[config.mk]
export PLATFORM = sky130hd
export DESIGN_NAME = pwm_peripheral_flat
export DESIGN_NICKNAME = d
export VERILOG_FILES = /design/src/rtl/pwm_pkg.sv /design/src/rtl/pwm_if.sv /design/src/rtl/pwm_gen.sv /design/src/rtl/pwm_peripheral.sv /design/src/flat_wrapper.sv
export SDC_FILE = /design/constraint.sdc
export NUM_CORES = 1
export LEC_CHECK = 0
export ABC_AREA = 1
export ABC_CLOCK_PERIOD_IN_PS = 2600
export CAP_MARGIN = 15
export CORE_UTILIZATION = 28
export DETAILED_ROUTE_END_ITERATION = 16
export SETUP_SLACK_MARGIN = 0.02
export SLEW_MARGIN = 20
export SYNTH_ARGS = -nofsm -noshare
export SYNTH_HDL_FRONTEND = slang
export SYNTH_SLANG_ARGS = --single-unit
export TNS_END_PERCENT = 10
[constraint.sdc]
create_clock -name clk -period 2.6 [get_ports clk]
set_clock_uncertainty 0.15 [all_clocks]
set_input_delay 0.65 -clock clk [delete_from_list [all_inputs] [get_ports clk]]
set_output_delay 0.65 -clock clk [all_outputs]
set_load 0.05 [all_outputs]
[src/rtl/pwm_pkg.sv]
// -----------------------------------------------------------------------------
// pwm_pkg
// Shared constants and helpers for the PWM peripheral: counter/divider widths,
// the counter terminal value, the 2-bit source-select encoding and small
// functions for the channel compare and the per-output select field.
// -----------------------------------------------------------------------------
package pwm_pkg;

   localparam int DIV_W   = 4;   // prescaler / divider width
   localparam int CNT_W   = 8;   // period counter / duty width
   localparam int NUM_OUT = 8;   // number of output pins
   localparam int NUM_GEN = 2;   // number of generators

   localparam logic [CNT_W-1:0] CNT_MAX = 8'd255;

   typedef logic [1:0] src_sel_t;

   // Source-select encoding shared by every output.
   localparam src_sel_t SRC_G0_CH0 = 2'd0;
   localparam src_sel_t SRC_G0_CH1 = 2'd1;
   localparam src_sel_t SRC_G1_CH0 = 2'd2;
   localparam src_sel_t SRC_G1_CH1 = 2'd3;

   // Duty CNT_MAX is a true 100 % level, not 255/256.
   function automatic logic ch_level(input logic [CNT_W-1:0] cnt,
                                     input logic [CNT_W-1:0] duty);
      return (duty == CNT_MAX) || (cnt < duty);
   endfunction

   // Outputs 0..3 take their select from s30, outputs 4..7 from s74.
   function automatic src_sel_t out_sel(input int idx,
                                        input logic [7:0] s30,
                                        input logic [7:0] s74);
      if (idx < 4) return s30[2*idx +: 2];
      else         return s74[2*(idx-4) +: 2];
   endfunction

endpackage

[src/rtl/pwm_if.sv]
// -----------------------------------------------------------------------------
// pwm_if
// Register-side bundle of the PWM peripheral.
//   en_out       : per-output enable
//   en_pwm_out   : per-output mode (1 = PWM, 0 = static high)
//   out_3_0_sel  : 2-bit source selects for outputs 0..3
//   out_7_4_sel  : 2-bit source selects for outputs 4..7
//   genX_chY_duty: channel duties
//   freq_div     : [3:0] generator 0 divider, [7:4] generator 1 divider
//   out          : registered output pins
//   gen_wrap     : per-generator period-wrap status pulse
// master drives the configuration, slave is the peripheral.
// -----------------------------------------------------------------------------
interface pwm_if;
   import pwm_pkg::*;

   logic [NUM_OUT-1:0] en_out;
   logic [NUM_OUT-1:0] en_pwm_out;
   logic [7:0]         out_3_0_sel;
   logic [7:0]         out_7_4_sel;
   logic [CNT_W-1:0]   gen0_ch0_duty;
   logic [CNT_W-1:0]   gen0_ch1_duty;
   logic [CNT_W-1:0]   gen1_ch0_duty;
   logic [CNT_W-1:0]   gen1_ch1_duty;
   logic [7:0]         freq_div;
   logic [NUM_OUT-1:0] out;
   logic [NUM_GEN-1:0] gen_wrap;

   modport master (
      output en_out, en_pwm_out, out_3_0_sel, out_7_4_sel,
             gen0_ch0_duty, gen0_ch1_duty, gen1_ch0_duty, gen1_ch1_duty,
             freq_div,
      input  out, gen_wrap
   );

   modport slave (
      input  en_out, en_pwm_out, out_3_0_sel, out_7_4_sel,
             gen0_ch0_duty, gen0_ch1_duty, gen1_ch0_duty, gen1_ch1_duty,
             freq_div,
      output out, gen_wrap
   );

endinterface

[src/rtl/pwm_gen.sv]
// -----------------------------------------------------------------------------
// pwm_gen
// One PWM generator: 4-bit prescaler, 8-bit period counter, shadowed divider
// and two shadowed duties, two channel compares and a wrap pulse.
//   clk, rst : clock, asynchronous active-high reset
//   i_div    : divider input (loaded into the shadow on wrap)
//   i_duty0/1: channel duties (loaded into the shadows on wrap)
//   o_lvl0/1 : channel levels (combinational from registered state)
//   o_wrap   : high for the one cycle that starts a new period
// -----------------------------------------------------------------------------
module pwm_gen
   import pwm_pkg::*;
(
   input  logic             clk,
   input  logic             rst,
   input  logic [DIV_W-1:0] i_div,
   input  logic [CNT_W-1:0] i_duty0,
   input  logic [CNT_W-1:0] i_duty1,
   output logic             o_lvl0,
   output logic             o_lvl1,
   output logic             o_wrap
);

   logic [DIV_W-1:0] r_pre;
   logic [DIV_W-1:0] r_div_sh;
   logic [CNT_W-1:0] r_cnt;
   logic [CNT_W-1:0] r_duty_sh0;
   logic [CNT_W-1:0] r_duty_sh1;
   logic             r_wrap;

   logic w_tick;
   logic w_last;

   assign w_tick = (r_pre == r_div_sh);
   // Last tick of the period: the counter rolls over and the shadows reload.
   assign w_last = w_tick && (r_cnt == CNT_MAX);

   // NOTE: sequential state uses non-blocking assignments so every register
   // samples the pre-edge values of its neighbours.
   always_ff @(posedge clk or posedge rst) begin
      if (rst) begin
         r_pre      <= '0;
         r_cnt      <= '0;
         r_div_sh   <= '0;
         r_duty_sh0 <= '0;
         r_duty_sh1 <= '0;
         r_wrap     <= 1'b0;
      end else begin
         r_pre <= w_tick ? '0 : r_pre + DIV_W'(1);

         // Natural 8-bit overflow gives the modulo-256 count.
         if (w_tick) r_cnt <= r_cnt + CNT_W'(1);

         // Shadows change only at the period boundary, so a period is never
         // split between old and new settings.
         if (w_last) begin
            r_div_sh   <= i_div;
            r_duty_sh0 <= i_duty0;
            r_duty_sh1 <= i_duty1;
         end

         // Pulse coincides with the first cycle running on the new shadows.
         r_wrap <= w_last;
      end
   end

   assign o_lvl0 = ch_level(r_cnt, r_duty_sh0);
   assign o_lvl1 = ch_level(r_cnt, r_duty_sh1);
   assign o_wrap = r_wrap;

endmodule

[src/rtl/pwm_peripheral.sv]
// -----------------------------------------------------------------------------
// pwm_peripheral
// Two PWM generators routed to eight registered output pins. Each pin is
// either off, static high, or follows one of the four generator channels.
//   clk : system clock
//   rst : asynchronous active-high reset
//   bus : pwm_if.slave configuration inputs and out/gen_wrap outputs
// Generators run regardless of the pin enables.
// -----------------------------------------------------------------------------
module pwm_peripheral
   import pwm_pkg::*;
(
   input  logic  clk,
   input  logic  rst,
   pwm_if.slave  bus
);

   logic [3:0]         w_src;       // channel levels, indexed by source code
   logic [NUM_GEN-1:0] w_wrap;
   logic [NUM_OUT-1:0] w_out_nxt;
   logic [NUM_OUT-1:0] r_out;

   pwm_gen u_gen0 (
      .clk     (clk),
      .rst     (rst),
      .i_div   (bus.freq_div[3:0]),
      .i_duty0 (bus.gen0_ch0_duty),
      .i_duty1 (bus.gen0_ch1_duty),
      .o_lvl0  (w_src[SRC_G0_CH0]),
      .o_lvl1  (w_src[SRC_G0_CH1]),
      .o_wrap  (w_wrap[0])
   );

   pwm_gen u_gen1 (
      .clk     (clk),
      .rst     (rst),
      .i_div   (bus.freq_div[7:4]),
      .i_duty0 (bus.gen1_ch0_duty),
      .i_duty1 (bus.gen1_ch1_duty),
      .o_lvl0  (w_src[SRC_G1_CH0]),
      .o_lvl1  (w_src[SRC_G1_CH1]),
      .o_wrap  (w_wrap[1])
   );

   always_comb begin
      // NOTE: default assignment first so no path leaves the signal unassigned
      // and no latch is inferred.
      w_out_nxt = '0;
      for (int i = 0; i < NUM_OUT; i++) begin
         if (!bus.en_out[i])
            w_out_nxt[i] = 1'b0;
         else if (!bus.en_pwm_out[i])
            w_out_nxt[i] = 1'b1;
         else
            w_out_nxt[i] = w_src[out_sel(i, bus.out_3_0_sel, bus.out_7_4_sel)];
      end
   end

   always_ff @(posedge clk or posedge rst) begin
      if (rst) r_out <= '0;
      else     r_out <= w_out_nxt;
   end

   assign bus.out      = r_out;
   assign bus.gen_wrap = w_wrap;

endmodule

[src/flat_wrapper.sv]
// flat-port wrapper written by rule: the top's interface ports become plain ports
module pwm_peripheral_flat import pwm_pkg::*;
  (clk, rst, bus_en_out, bus_en_pwm_out, bus_out_3_0_sel, bus_out_7_4_sel, bus_gen0_ch0_duty, bus_gen0_ch1_duty, bus_gen1_ch0_duty, bus_gen1_ch1_duty, bus_freq_div, bus_out, bus_gen_wrap);
  pwm_if bus_i ();
  input  logic clk;
  input  logic rst;
  input wire logic [$bits(bus_i.en_out)-1:0] bus_en_out;
  input wire logic [$bits(bus_i.en_pwm_out)-1:0] bus_en_pwm_out;
  input wire logic [$bits(bus_i.out_3_0_sel)-1:0] bus_out_3_0_sel;
  input wire logic [$bits(bus_i.out_7_4_sel)-1:0] bus_out_7_4_sel;
  input wire logic [$bits(bus_i.gen0_ch0_duty)-1:0] bus_gen0_ch0_duty;
  input wire logic [$bits(bus_i.gen0_ch1_duty)-1:0] bus_gen0_ch1_duty;
  input wire logic [$bits(bus_i.gen1_ch0_duty)-1:0] bus_gen1_ch0_duty;
  input wire logic [$bits(bus_i.gen1_ch1_duty)-1:0] bus_gen1_ch1_duty;
  input wire logic [$bits(bus_i.freq_div)-1:0] bus_freq_div;
  output wire logic [$bits(bus_i.out)-1:0] bus_out;
  output wire logic [$bits(bus_i.gen_wrap)-1:0] bus_gen_wrap;
  assign bus_i.en_out = bus_en_out;
  assign bus_i.en_pwm_out = bus_en_pwm_out;
  assign bus_i.out_3_0_sel = bus_out_3_0_sel;
  assign bus_i.out_7_4_sel = bus_out_7_4_sel;
  assign bus_i.gen0_ch0_duty = bus_gen0_ch0_duty;
  assign bus_i.gen0_ch1_duty = bus_gen0_ch1_duty;
  assign bus_i.gen1_ch0_duty = bus_gen1_ch0_duty;
  assign bus_i.gen1_ch1_duty = bus_gen1_ch1_duty;
  assign bus_i.freq_div = bus_freq_div;
  assign bus_out = bus_i.out;
  assign bus_gen_wrap = bus_i.gen_wrap;
  pwm_peripheral u_core (.clk(clk), .rst(rst), .bus(bus_i));
endmodule
==> summary.md, run 1 <==
| Metric | Value |
|---|---|
| Fin util | `0.3733` |
| XOR/XNOR Fraction of Synth Area | `0.04814` |
| Max VDD drop | `0.0003474 V` |
| Post-DP HPWL | `7490 um` |
| Fmax | `0.4381 GHz` |
| CTS root buf | `clkbuf_16` |
| #FFs+latches synth | `74` |
| Hold crit path type | `reg2reg` |
| Placement Cell Area | `0.005395 sq mm` |
| Crit-path leading delay family | `buffers and inverters` |
| Logic pwr share | `0.237` |
| IO Port Bufs | `83` |
| Post-synthesis cell type count | `29` |
| Drt pass-1 iters | `5` |
| Switching power | `1.092 mW` |
| Post-synth top cells | `inv_1, dfrtp_1, nand2_1` |
| Worst Hold Slack | `0.3565 ns` |
| Wire per inst | `13.40 um` |
| Post-CTS setup buffer count | `0` |
| Clock slew at reported path FFs | `0.06 ns` |
| EDFF count, synth | `0` |
| Worst Setup Start Kind | `flip-flop` |
| Post_cts resized | `0` |
| Cell-internal power | `2.375 mW` |
| Clock tree buffer depth | `2` |
| Fraction of layout cells with a size suffix above 1 | `0.1239` |
| Setup crit end kind | `output pin` |
| Num rows | `45` |
| Vias in the first global route | `3,423` |
| Filler cells | `1,509` |
| Placed cells | `721` |
| Pwr Density | `611.0 mW/mm^2` |
| Vias | `3,311` |
| Crit path cell chain | `clkdlybuf4s50_1` |
| Layout Cells excl Fill | `737` |
| H-tree levels | `3` |
| Vias/cell | `4.493` |
| Fin Setup TNS | `0 ns` |
| Mux cell area share after synthesis | `0.1375` |
| CP max stage delay | `0.82 ns` |
| Routed wire length on met3 | `475 um` |
| Status | `completed` |
| Final ANT Viol Nets | `0` |
| Final #Nets | `650` |
| Most frequent cell after synthesis | `inv_1` |
| Seq pwr share | `0.428` |
| Gate Count Post-Synth | `455` |
| Initial antenna violation count | `0` |
| Area grow syn2layout | `29.94%` |
| Yosys top cell area share | `0.4241` |
| Crit path max fanout | `1` |
| Worst-skew pair later-pin latency | `0.34 ns` |
| Main synth FF type | `dfrtp_1` |
| Met1 Wirelength | `4388 um` |
| CTS tree | `yes` |
| Top sig layer | `met4` |
| Final Critical Period | `2.282 ns` |
| # IOs | `84` |
| Synth Warn # | `0` |
| Worst EP required | `1.80 ns` |
| Synth area leader | `dfrtp_1` |
| Hold-fix buffers at CTS | `0` |
| Routed WL | `9873 um` |
| Max-cap violations | `0` |
| Total GRT Usage | `0.1309` |
| Multi-input logic area | `0.002123 sq mm` |
| Synth Area in Adders | `0.09169` |
| RD Place Congestion | `0.8114` |
| RSZ-0062 raised after global routing | `no` |
| Simple-Gate Fraction of Synth Area | `0.1934` |
| Clk pwr share | `0.336` |
| Worst slew margin | `0.5584` |
| Final Cycle Share | `0.8779` |
| TritonCTS Buffers | `9` |
| Pin count of the biggest net entering global routing | `37` |
| Setup Crit Path Kind | `reg2out` |
| Slew @ Worst Pin | `0.6601 ns` |
| Syn_nets | `561` |
| Sequential cell area fraction in the yosys report | `0.4241` |
| First-pass GRT wire length | `16,300 um` |
| Grt total ovfl | `0` |
| Initial DRC count | `96` |
| Worst path arrival time | `1.48 ns` |
| Max Slew Vio Count | `0` |
| Die area | `0.01610 sq mm` |
| Die height | `126.9 um` |
| Die W | `126.9 um` |
| Core box area | `0.01520 sq mm` |
| Async SR Flop Fraction | `1.000` |
| Synthesized area per cell | `9.597 sq um` |
| N_diodes | `0` |
| Critical path's slowest cell | `clkdlybuf4s50_1` |
| Final-report setup violation count | `0` |
| Met2 routed WL | `4855 um` |
| Static Leak | `2.925 nW` |
| CTS sink count | `74` |
| Synth Area in Compound Gates | `0.01547` |
| Starting Density | `0.2872` |
| Buf/Inv on CP | `1` |
| Post-Layout Inst Area | `0.005674 sq mm` |
| Synth Cell Area | `0.004367 sq mm` |
| Number of remaining DRC errors | `0` |
| Largest cells by area after synthesis | `dfrtp_1, mux2_4, ha_1` |
| Net Sw Frac | `0.3150` |
| Main combinational cell family by area after synthesis | `simple AND/OR/NAND/NOR gates` |
| Sequential Area | `0.001852 sq mm` |
| Fin. Hold Viols | `0` |
-- routing by layer --
metal  vias to the layer above  global-route usage
met5                         -                   0
met4                         0             0.05042
met3                        15             0.04133
met2                        74              0.2253
met1                      1573              0.1514
li1                       1649                   -
-- per-stage QoR --
| stage | total power, mW | setup WS [ns] |
|---|---|---|
| after detailed placement | 2.324 | 0.5064 |
| after global routing | 3.707 | 0.2765 |
| after global placement | 2.285 | 0.5415 |
| final | 3.467 | 0.3175 |
| after CTS | 3.534 | 0.2888 |
| after floorplan | 2.026 | 0.8781 |
-- final cells by class --
type                    instances  share of cell area
flip-flops and latches         74              0.3264
well taps                     188             0.04146
clock inverters                 7            0.009482
multi-input cells             293              0.3742
inverters                      81             0.05535
repair buffers                 85              0.1535
clock buffers                   9             0.03969
-- power groups by stage --
stage	Clock, mW	Combinational, mW	Sequential (mW)
floorplan	0	0.546	1.48
global placement	0	0.796	1.49
detailed placement	0	0.824	1.50
CTS	1.22	0.834	1.48
global route	1.26	0.931	1.51
finish	1.16	0.821	1.48
-- state kept, by name, indices dropped and copies added (netlist names) --
signal and flops:
u_core.bus.out 8, u_core.u_gen0.r_cnt 8, u_core.u_gen0.r_duty_sh0 8, u_core.u_gen0.r_duty_sh1 8, u_core.u_gen1.r_cnt 8, u_core.u_gen1.r_duty_sh0 8
u_core.u_gen1.r_duty_sh1 8, u_core.u_gen0.r_div_sh 4, u_core.u_gen0.r_pre 4, u_core.u_gen1.r_div_sh 4, u_core.u_gen1.r_pre 4, u_core.u_gen0.o_wrap 1
u_core.u_gen1.o_wrap 1
-- kinds of logic after synthesis --
kind of cell / after synthesis
AND/OR/NAND/NOR: 185
buffers and inverters: 88
flip-flops: 74
multiplexers: 40
adder cells (fa/ha/maj): 32
XOR/XNOR: 24
AO/OA/AOI/OAI: 12
-- path summary, 6_finish.rpt --
kind / startpoint / endpoint / slack (ns) / cells past startpoint
hold reg to reg: u_core.u_gen0.r_pre[0]$_DFF_PP0_ / u_core.u_gen0.r_pre[0]$_DFF_PP0_ / 0.36 / 1
setup / recovery: u_core.bus.out[3]$_DFF_PP0_ / bus_out[3] / 0.32 / 1
hold / removal: u_core.u_gen0.r_pre[0]$_DFF_PP0_ / u_core.u_gen0.r_pre[0]$_DFF_PP0_ / 0.36 / 1
max in group asynchronous: rst / u_core.u_gen1.o_wrap$_DFF_PP0_ / 1.21 / 3
min in group asynchronous: rst / u_core.u_gen0.r_duty_sh0[3]$_DFFE_PP0P_ / 0.54 / 2
setup reg to reg: u_core.u_gen0.r_pre[1]$_DFF_PP0_ / u_core.u_gen0.r_duty_sh1[0]$_DFFE_PP0P_ / 0.49 / 6
-- cells in the final DEF (no fill, tap or decap) --
| master | count |
|---|---|
| or2_0 | 1 |
| and3_1 | 1 |
| nand2_4 | 2 |
| or2_1 | 1 |
| nand4_1 | 6 |
| nand2_2 | 2 |
| nor3_1 | 8 |
| nor2_2 | 1 |
| mux2_4 | 40 |
| a21oi_1 | 8 |
| buf_12 | 2 |
| nand2_1 | 71 |
| inv_1 | 78 |
| nand3_1 | 63 |
| nor3b_1 | 1 |
| clkinvlp_4 | 4 |
| ha_1 | 32 |
| inv_6 | 3 |
| xor2_1 | 21 |
| a21oi_2 | 2 |
| o21ai_0 | 2 |
| nor2_1 | 23 |
| xnor2_1 | 3 |
| dfrtp_1 | 74 |
| clkdlybuf4s50_1 | 83 |
| clkbuf_16 | 9 |
| or3_1 | 1 |
| clkinv_4 | 1 |
| nor4_1 | 4 |
| clkinv_2 | 2 |
-- worst reg2reg max path: cells and delay by family, from the launching register on --
family / cells / cell delay, ns
AND/OR/NAND/NOR: 3 / 0.71
multiplexers: 1 / 0.45
flip-flops: 1 / 0.42
AO/OA/AOI/OAI: 1 / 0.16
buffers and inverters: 1 / 0.11
No activity file was read; power rests on OpenSTA's default activity.
==> run 2, diff against run 1 <==
Settings changed: CORE_UTILIZATION 28 to 45, PLACE_DENSITY set to 0.74.
==> summary.md, run 2 (same netlist as run 1, synthesis figures left out) <==
| Metric | Value |
|---|---|
| Status | `completed` |
| Crit path max fanout | `1` |
| Post_cts resized | `0` |
| Final Cycle Share | `0.8891` |
| Fin. Hold Viols | `0` |
| Pin count of the biggest net entering global routing | `75` |
| Most common cell after layout, fill and taps aside | `clkdlybuf4s50_1` |
| Buf/Inv on CP | `1` |
| Die W | `100.5 um` |
| Wire per inst | `13.81 um` |
| CTS root buf | `clkbuf_8` |
| Reg2reg end | `u_core.u_gen0.r_duty_sh0[6]$_DFFE_PP0P_` |
| Hold-fix buffers at CTS | `0` |
| Placed cells | `661` |
| CP max stage delay | `0.81 ns` |
| Pwr Density | `564.6 mW/mm^2` |
| Cell count along the critical path | `1` |
| Post-CTS setup buffer count | `0` |
| Static Leak | `2.862 nW` |
| Setup Crit Path Kind | `reg2out` |
| Worst EP required | `1.80 ns` |
| Crit path cell chain | `clkdlybuf4s50_1` |
| TritonCTS Buffers | `9` |
| Critical path's slowest cell | `clkdlybuf4s50_1` |
| IO Port Bufs | `83` |
| Num rows | `35` |
| Area grow syn2layout | `25.33%` |
| Routed WL | `9349 um` |
| # IOs | `84` |
| Final Critical Period | `2.312 ns` |
| Starting Density | `0.4681` |
| Die area | `0.01010 sq mm` |
| Critical Path Start | `u_core.bus.out[2]$_DFF_PP0_` |
| Grt total ovfl | `0` |
| Fraction of layout cells with a size suffix above 1 | `0.1204` |
| CTS sink count | `74` |
| Hold crit path type | `reg2reg` |
| Die height | `100.5 um` |
| Commonest cells after routing, fill and taps aside | `clkdlybuf4s50_1, inv_1, dfrtp_1` |
| Fmax | `0.4326 GHz` |
| Final-report setup violation count | `0` |
| Vias | `3,353` |
| Final #Nets | `649` |
| Post-Layout Inst Area | `0.005473 sq mm` |
| Worst path arrival time | `1.51 ns` |
| Max Slew Vio Count | `0` |
| Vias/cell | `4.953` |
| RSZ-0062 raised after global routing | `no` |
| Initial antenna violation count | `0` |
| N_diodes | `0` |
| Reg-to-Reg Start | `u_core.u_gen0.r_div_sh[1]$_DFFE_PP0P_` |
| Max VDD drop | `0.0002972 V` |
| Core box area | `0.009328 sq mm` |
| Crit-path leading delay family | `buffers and inverters` |
| Max-cap violations | `0` |
| First-pass GRT wire length | `15,810 um` |
| Layout Cells excl Fill | `677` |
| H-tree levels | `3` |
| Placement Cell Area | `0.005301 sq mm` |
| Setup crit end kind | `output pin` |
| Post-DP HPWL | `7111 um` |
| Slew @ Worst Pin | `0.6664 ns` |
| Final ANT Viol Nets | `0` |
| Clock slew at reported path FFs | `0.08 ns` |
| Worst-skew pair later-pin latency | `0.35 ns` |
| Clock tree buffer depth | `2` |
| Cells on worst reg2reg path | `6` |
| Worst slew margin | `0.5542` |
| Vias in the first global route | `3,522` |
| Number of remaining DRC errors | `0` |
| Fin Setup TNS | `0 ns` |
| Reg2reg setup slack | `0.48 ns` |
| RD Place Congestion | `0.8208` |
| CTS tree | `yes` |
| Total GRT Usage | `0.1999` |
| Drt pass-1 iters | `4` |
| Filler cells | `810` |
| Worst Setup Start Kind | `flip-flop` |
| Critical Path End | `bus_out[2]` |
| Initial DRC count | `158` |
## run 2: layer usage
layer / GRT usage / routed length (um)
met1: 0.2362 / 3947
met2: 0.3609 / 4825
met3: 0.03953 / 344
met4: 0.07023 / 231
met5: 0 / 0
## run 2: how the worst min path moves through the flow
stage,from,to,slack (ns),cells past startpoint
final,u_core.u_gen0.r_pre[0]$_DFF_PP0_,u_core.u_gen0.r_pre[0]$_DFF_PP0_,0.35,1
after global routing,u_core.u_gen1.r_duty_sh0[0]$_DFFE_PP0P_,u_core.u_gen1.r_duty_sh0[0]$_DFFE_PP0P_,0.38,1
after CTS,u_core.u_gen0.r_pre[0]$_DFF_PP0_,u_core.u_gen0.r_pre[0]$_DFF_PP0_,0.36,1
after detailed placement,u_core.u_gen1.r_duty_sh0[5]$_DFFE_PP0P_,u_core.u_gen1.r_duty_sh0[5]$_DFFE_PP0P_,0.34,1
after global placement,u_core.u_gen0.r_pre[0]$_DFF_PP0_,u_core.u_gen0.r_pre[0]$_DFF_PP0_,0.34,1
after floorplan,u_core.u_gen1.r_pre[0]$_DFF_PP0_,u_core.u_gen1.r_pre[0]$_DFF_PP0_,0.32,1
## run 2: where the power goes
group / switching [mW] / internal [mW]
registers: 0.164 / 1.31
clock network: 0.445 / 0.346
logic: 0.416 / 0.412
## run 2: cell type report
cell class | count | area (sq um) | share of cell area
Multi-Input combinational cell | 293 | 2123 | 0.3880
Tap cell | 129 | 161.4 | 0.02949
Clock inverter | 6 | 43.79 | 0.008002
Clock buffer | 10 | 127.6 | 0.02332
Sequential cell | 74 | 1852 | 0.3384
Timing Repair Buffer | 84 | 850.8 | 0.1555
Inverter | 81 | 314.1 | 0.05738
## run 2: metrics by stage
step	worst slack [ns]	hold WS (ns)	total power, mW	utilization
global route	0.2385	0.3783	3.311	0.5867
finish	0.2882	0.3507	3.090	0.5867
detailed placement	0.4741	0.3440	2.328	0.5683
floorplan	0.8781	0.3159	2.026	-
global placement	0.5722	0.3369	2.269	0.5683
CTS	0.2639	0.3571	3.124	0.5867
==> run 3, diff against run 2 <==
--- a/config.mk
+++ b/config.mk
@@ -6,5 +6,5 @@
 export NUM_CORES = 1
 export LEC_CHECK = 0
-export ABC_AREA = 1
+export ABC_AREA = 0
 export ABC_CLOCK_PERIOD_IN_PS = 2600
 export CAP_MARGIN = 15
==> constraint.sdc (replaced) <==
create_clock -name clk -period 2.6 [get_ports clk]
set_clock_uncertainty 0.15 [all_clocks]
set_input_delay 0.39 -clock clk [delete_from_list [all_inputs] [get_ports clk]]
set_output_delay 0.39 -clock clk [all_outputs]
set_load 0.05 [all_outputs]
==> summary.md, run 3 <==
| Metric | Value |
|---|---|
| Status | `completed` |
| Drt pass-1 iters | `4` |
| Worst slew margin | `0.5511` |
| Fin Setup TNS | `0 ns` |
| Vias | `3,050` |
| Synth Area in Adders | `0.09365` |
| CTS root buf | `clkbuf_8` |
| Setup Crit Path Kind | `reg2reg` |
| Yosys top cell area share | `0.4331` |
| Vias/cell | `5.100` |
| Worst EP required | `2.69 ns` |
| IO Port Bufs | `83` |
| Critical Path Start | `u_core.u_gen0.r_cnt[6]$_DFFE_PP0N_` |
| Pin count of the biggest net entering global routing | `36` |
| Worst path arrival time | `2.48 ns` |
| Fin. Hold Viols | `0` |
| Die area | `0.009894 sq mm` |
| Number of remaining DRC errors | `0` |
| Max Slew Vio Count | `0` |
| Fmax | `0.4185 GHz` |
| Die height | `99.47 um` |
| Initial DRC count | `130` |
| Die W | `99.47 um` |
| Fin util | `0.5955` |
| Mux cell area share after synthesis | `0.1440` |
| Main synth FF type | `dfrtp_1` |
| Clock slew at reported path FFs | `0.08 ns` |
| Worst-skew pair later-pin latency | `0.35 ns` |
| Final #Nets | `570` |
| Final Critical Period | `2.389 ns` |
| Syn_nets | `476` |
| XOR/XNOR Fraction of Synth Area | `0.05326` |
| Simple-Gate Fraction of Synth Area | `0.1188` |
| Crit path max fanout | `8` |
| Area grow syn2layout | `28.71%` |
| # IOs | `84` |
| Routed WL | `8979 um` |
| Gate Count Post-Synth | `370` |
| N_diodes | `0` |
| Synth Warn # | `0` |
| EDFF count, synth | `0` |
| Post-synth top cells | `dfrtp_1, inv_1, mux2_4` |
| Commonest cells after routing, fill and taps aside | `clkdlybuf4s50_1, dfrtp_1, inv_1` |
| TritonCTS Buffers | `9` |
| Wire per inst | `15.02 um` |
| Clock tree buffer depth | `2` |
| Pwr Density | `620.5 mW/mm^2` |
| Hold crit path type | `in2async` |
| Synth Area in Compound Gates | `0.09833` |
| Synthesized area per cell | `11.56 sq um` |
| Reg2reg end | `u_core.bus.out[0]$_DFF_PP0_` |
| Critical Path End | `u_core.bus.out[0]$_DFF_PP0_` |
| Largest cells by area after synthesis | `dfrtp_1, mux2_4, ha_1` |
| Synth area leader | `dfrtp_1` |
| Final-report setup violation count | `0` |
| First-pass GRT wire length | `15,230 um` |
| Final Cycle Share | `0.9189` |
| Grt total ovfl | `0` |
| Synth Cell Area | `0.004275 sq mm` |
| Max VDD drop | `0.0003419 V` |
| Most frequent cell after synthesis | `dfrtp_1` |
| #FFs+latches synth | `74` |
| Starting Density | `0.4627` |
| Post-DP HPWL | `6889 um` |
| Static Leak | `2.708 nW` |
| CTS sink count | `74` |
| CTS tree | `yes` |
| Initial antenna violation count | `0` |
| Fraction of layout cells with a size suffix above 1 | `0.1535` |
| Worst Setup Start Kind | `flip-flop` |
| Reg-to-Reg Start | `u_core.u_gen0.r_cnt[6]$_DFFE_PP0N_` |
| Cells on worst reg2reg path | `6` |
| Async SR Flop Fraction | `1.000` |
| Hold-fix buffers at CTS | `0` |
| RSZ-0062 raised after global routing | `no` |
| Setup crit end kind | `flip-flop` |
| Sequential cell area fraction in the yosys report | `0.4331` |
| Total GRT Usage | `0.1985` |
| Post-synthesis cell type count | `37` |
| Reg2reg setup slack | `0.21 ns` |
| Main combinational cell family by area after synthesis | `multiplexers` |
| Num rows | `35` |
| Max-cap violations | `0` |
| RD Place Congestion | `0.8801` |
| H-tree levels | `3` |
| Vias in the first global route | `3,115` |
| Core box area | `0.009240 sq mm` |
| Slew @ Worst Pin | `0.6709 ns` |
| Final ANT Viol Nets | `0` |
| Most common cell after layout, fill and taps aside | `clkdlybuf4s50_1` |
==> run 3: worst min-delay path by stage <==
| stage | cells after the start | start | slack (ns) | end |
|---|---|---|---|---|
| final | 2 | rst | 0.09 | u_core.u_gen0.r_duty_sh0[3]$_DFFE_PP0P_ |
| after global routing | 2 | rst | 0.09 | u_core.u_gen0.r_duty_sh0[2]$_DFFE_PP0P_ |
| after CTS | 2 | rst | 0.08 | u_core.u_gen0.r_duty_sh0[2]$_DFFE_PP0P_ |
| after detailed placement | 1 | u_core.u_gen0.r_duty_sh1[2]$_DFFE_PP0P_ | 0.34 | u_core.u_gen0.r_duty_sh1[2]$_DFFE_PP0P_ |
| after global placement | 1 | u_core.u_gen1.r_pre[0]$_DFF_PP0_ | 0.33 | u_core.u_gen1.r_pre[0]$_DFF_PP0_ |
| after floorplan | 1 | u_core.u_gen0.r_pre[0]$_DFF_PP0_ | 0.32 | u_core.u_gen0.r_pre[0]$_DFF_PP0_ |
==> run 3: cell families (layout without fill, tap and decap cells) <==
| logic type | count (synthesis) | in the layout |
|---|---|---|
| and+or+nand+nor | 85 | 85 |
| AOI/OAI and AO/OA | 54 | 54 |
| buffers and inverters | 57 | 156 |
| muxes | 42 | 42 |
| DFF | 74 | 74 |
| xor gates and xnor gates | 26 | 26 |
| adders and majority gates | 32 | 32 |
==> run 3: area by class of cell <==
class	count	area, sq um
well taps	129	161.4
clock buffers	10	127.6
fillers	785	3737
multi-input cells	239	2172
flip-flops and latches	74	1852
repair buffers	91	915.9
clock inverters	6	90.09
inverters	49	183.9
==> run 3: through the flow <==
stage | power, mW | cell area [sq um] | hold slack, ns | worst slack (ns) | cells
2_1_floorplan | 2.108 | 4275 | 0.3219 | 0.1784 | 370
3_3_place_gp | 2.402 | 5270 | 0.3321 | 0.3406 | 580
3_5_place_dp | 2.450 | 5270 | 0.3425 | 0.1717 | 580
4_1_cts | 3.455 | 5488 | 0.08048 | 0.1528 | 596
5_1_grt | 3.627 | 5503 | 0.08989 | 0.02009 | 598
6_report | 3.415 | 5503 | 0.08887 | 0.2108 | 598
==> run 3: repair_timing <==
action | in CTS | in global routing
setup buffers | 0 | 2
setup endpoints to repair | 0 | 2
gates resized for setup | 0 | 0
endpoints found under the hold margin | 0 | 0
==> run 3: worst max-delay path, stage by stage (launching register included) <==
cell and delay [ns]:
dfrtp_1 0.46, ha_1 0.33, a21o_1 0.18, a221oi_1 0.29
o31a_1 0.39, o32ai_1 0.15, a221oi_1 0.33
==> run 3: routing by layer <==
metal | up-vias | part of all wire | global-route usage
met5 | - | 0 | 0
met4 | 0 | 0.023 | 0.09276
met3 | 16 | 0.048 | 0.03303
met2 | 90 | 0.46 | 0.3093
met1 | 1446 | 0.47 | 0.2716
li1 | 1498 | - | -
==> run 3: where the power goes <==
group          internal [mW]  leakage, nW  total [mW]  switching [mW]
Clock                  0.544        0.107       0.986           0.441
Combinational          0.480         1.70       0.890           0.410
Sequential              1.32        0.897        1.54           0.219
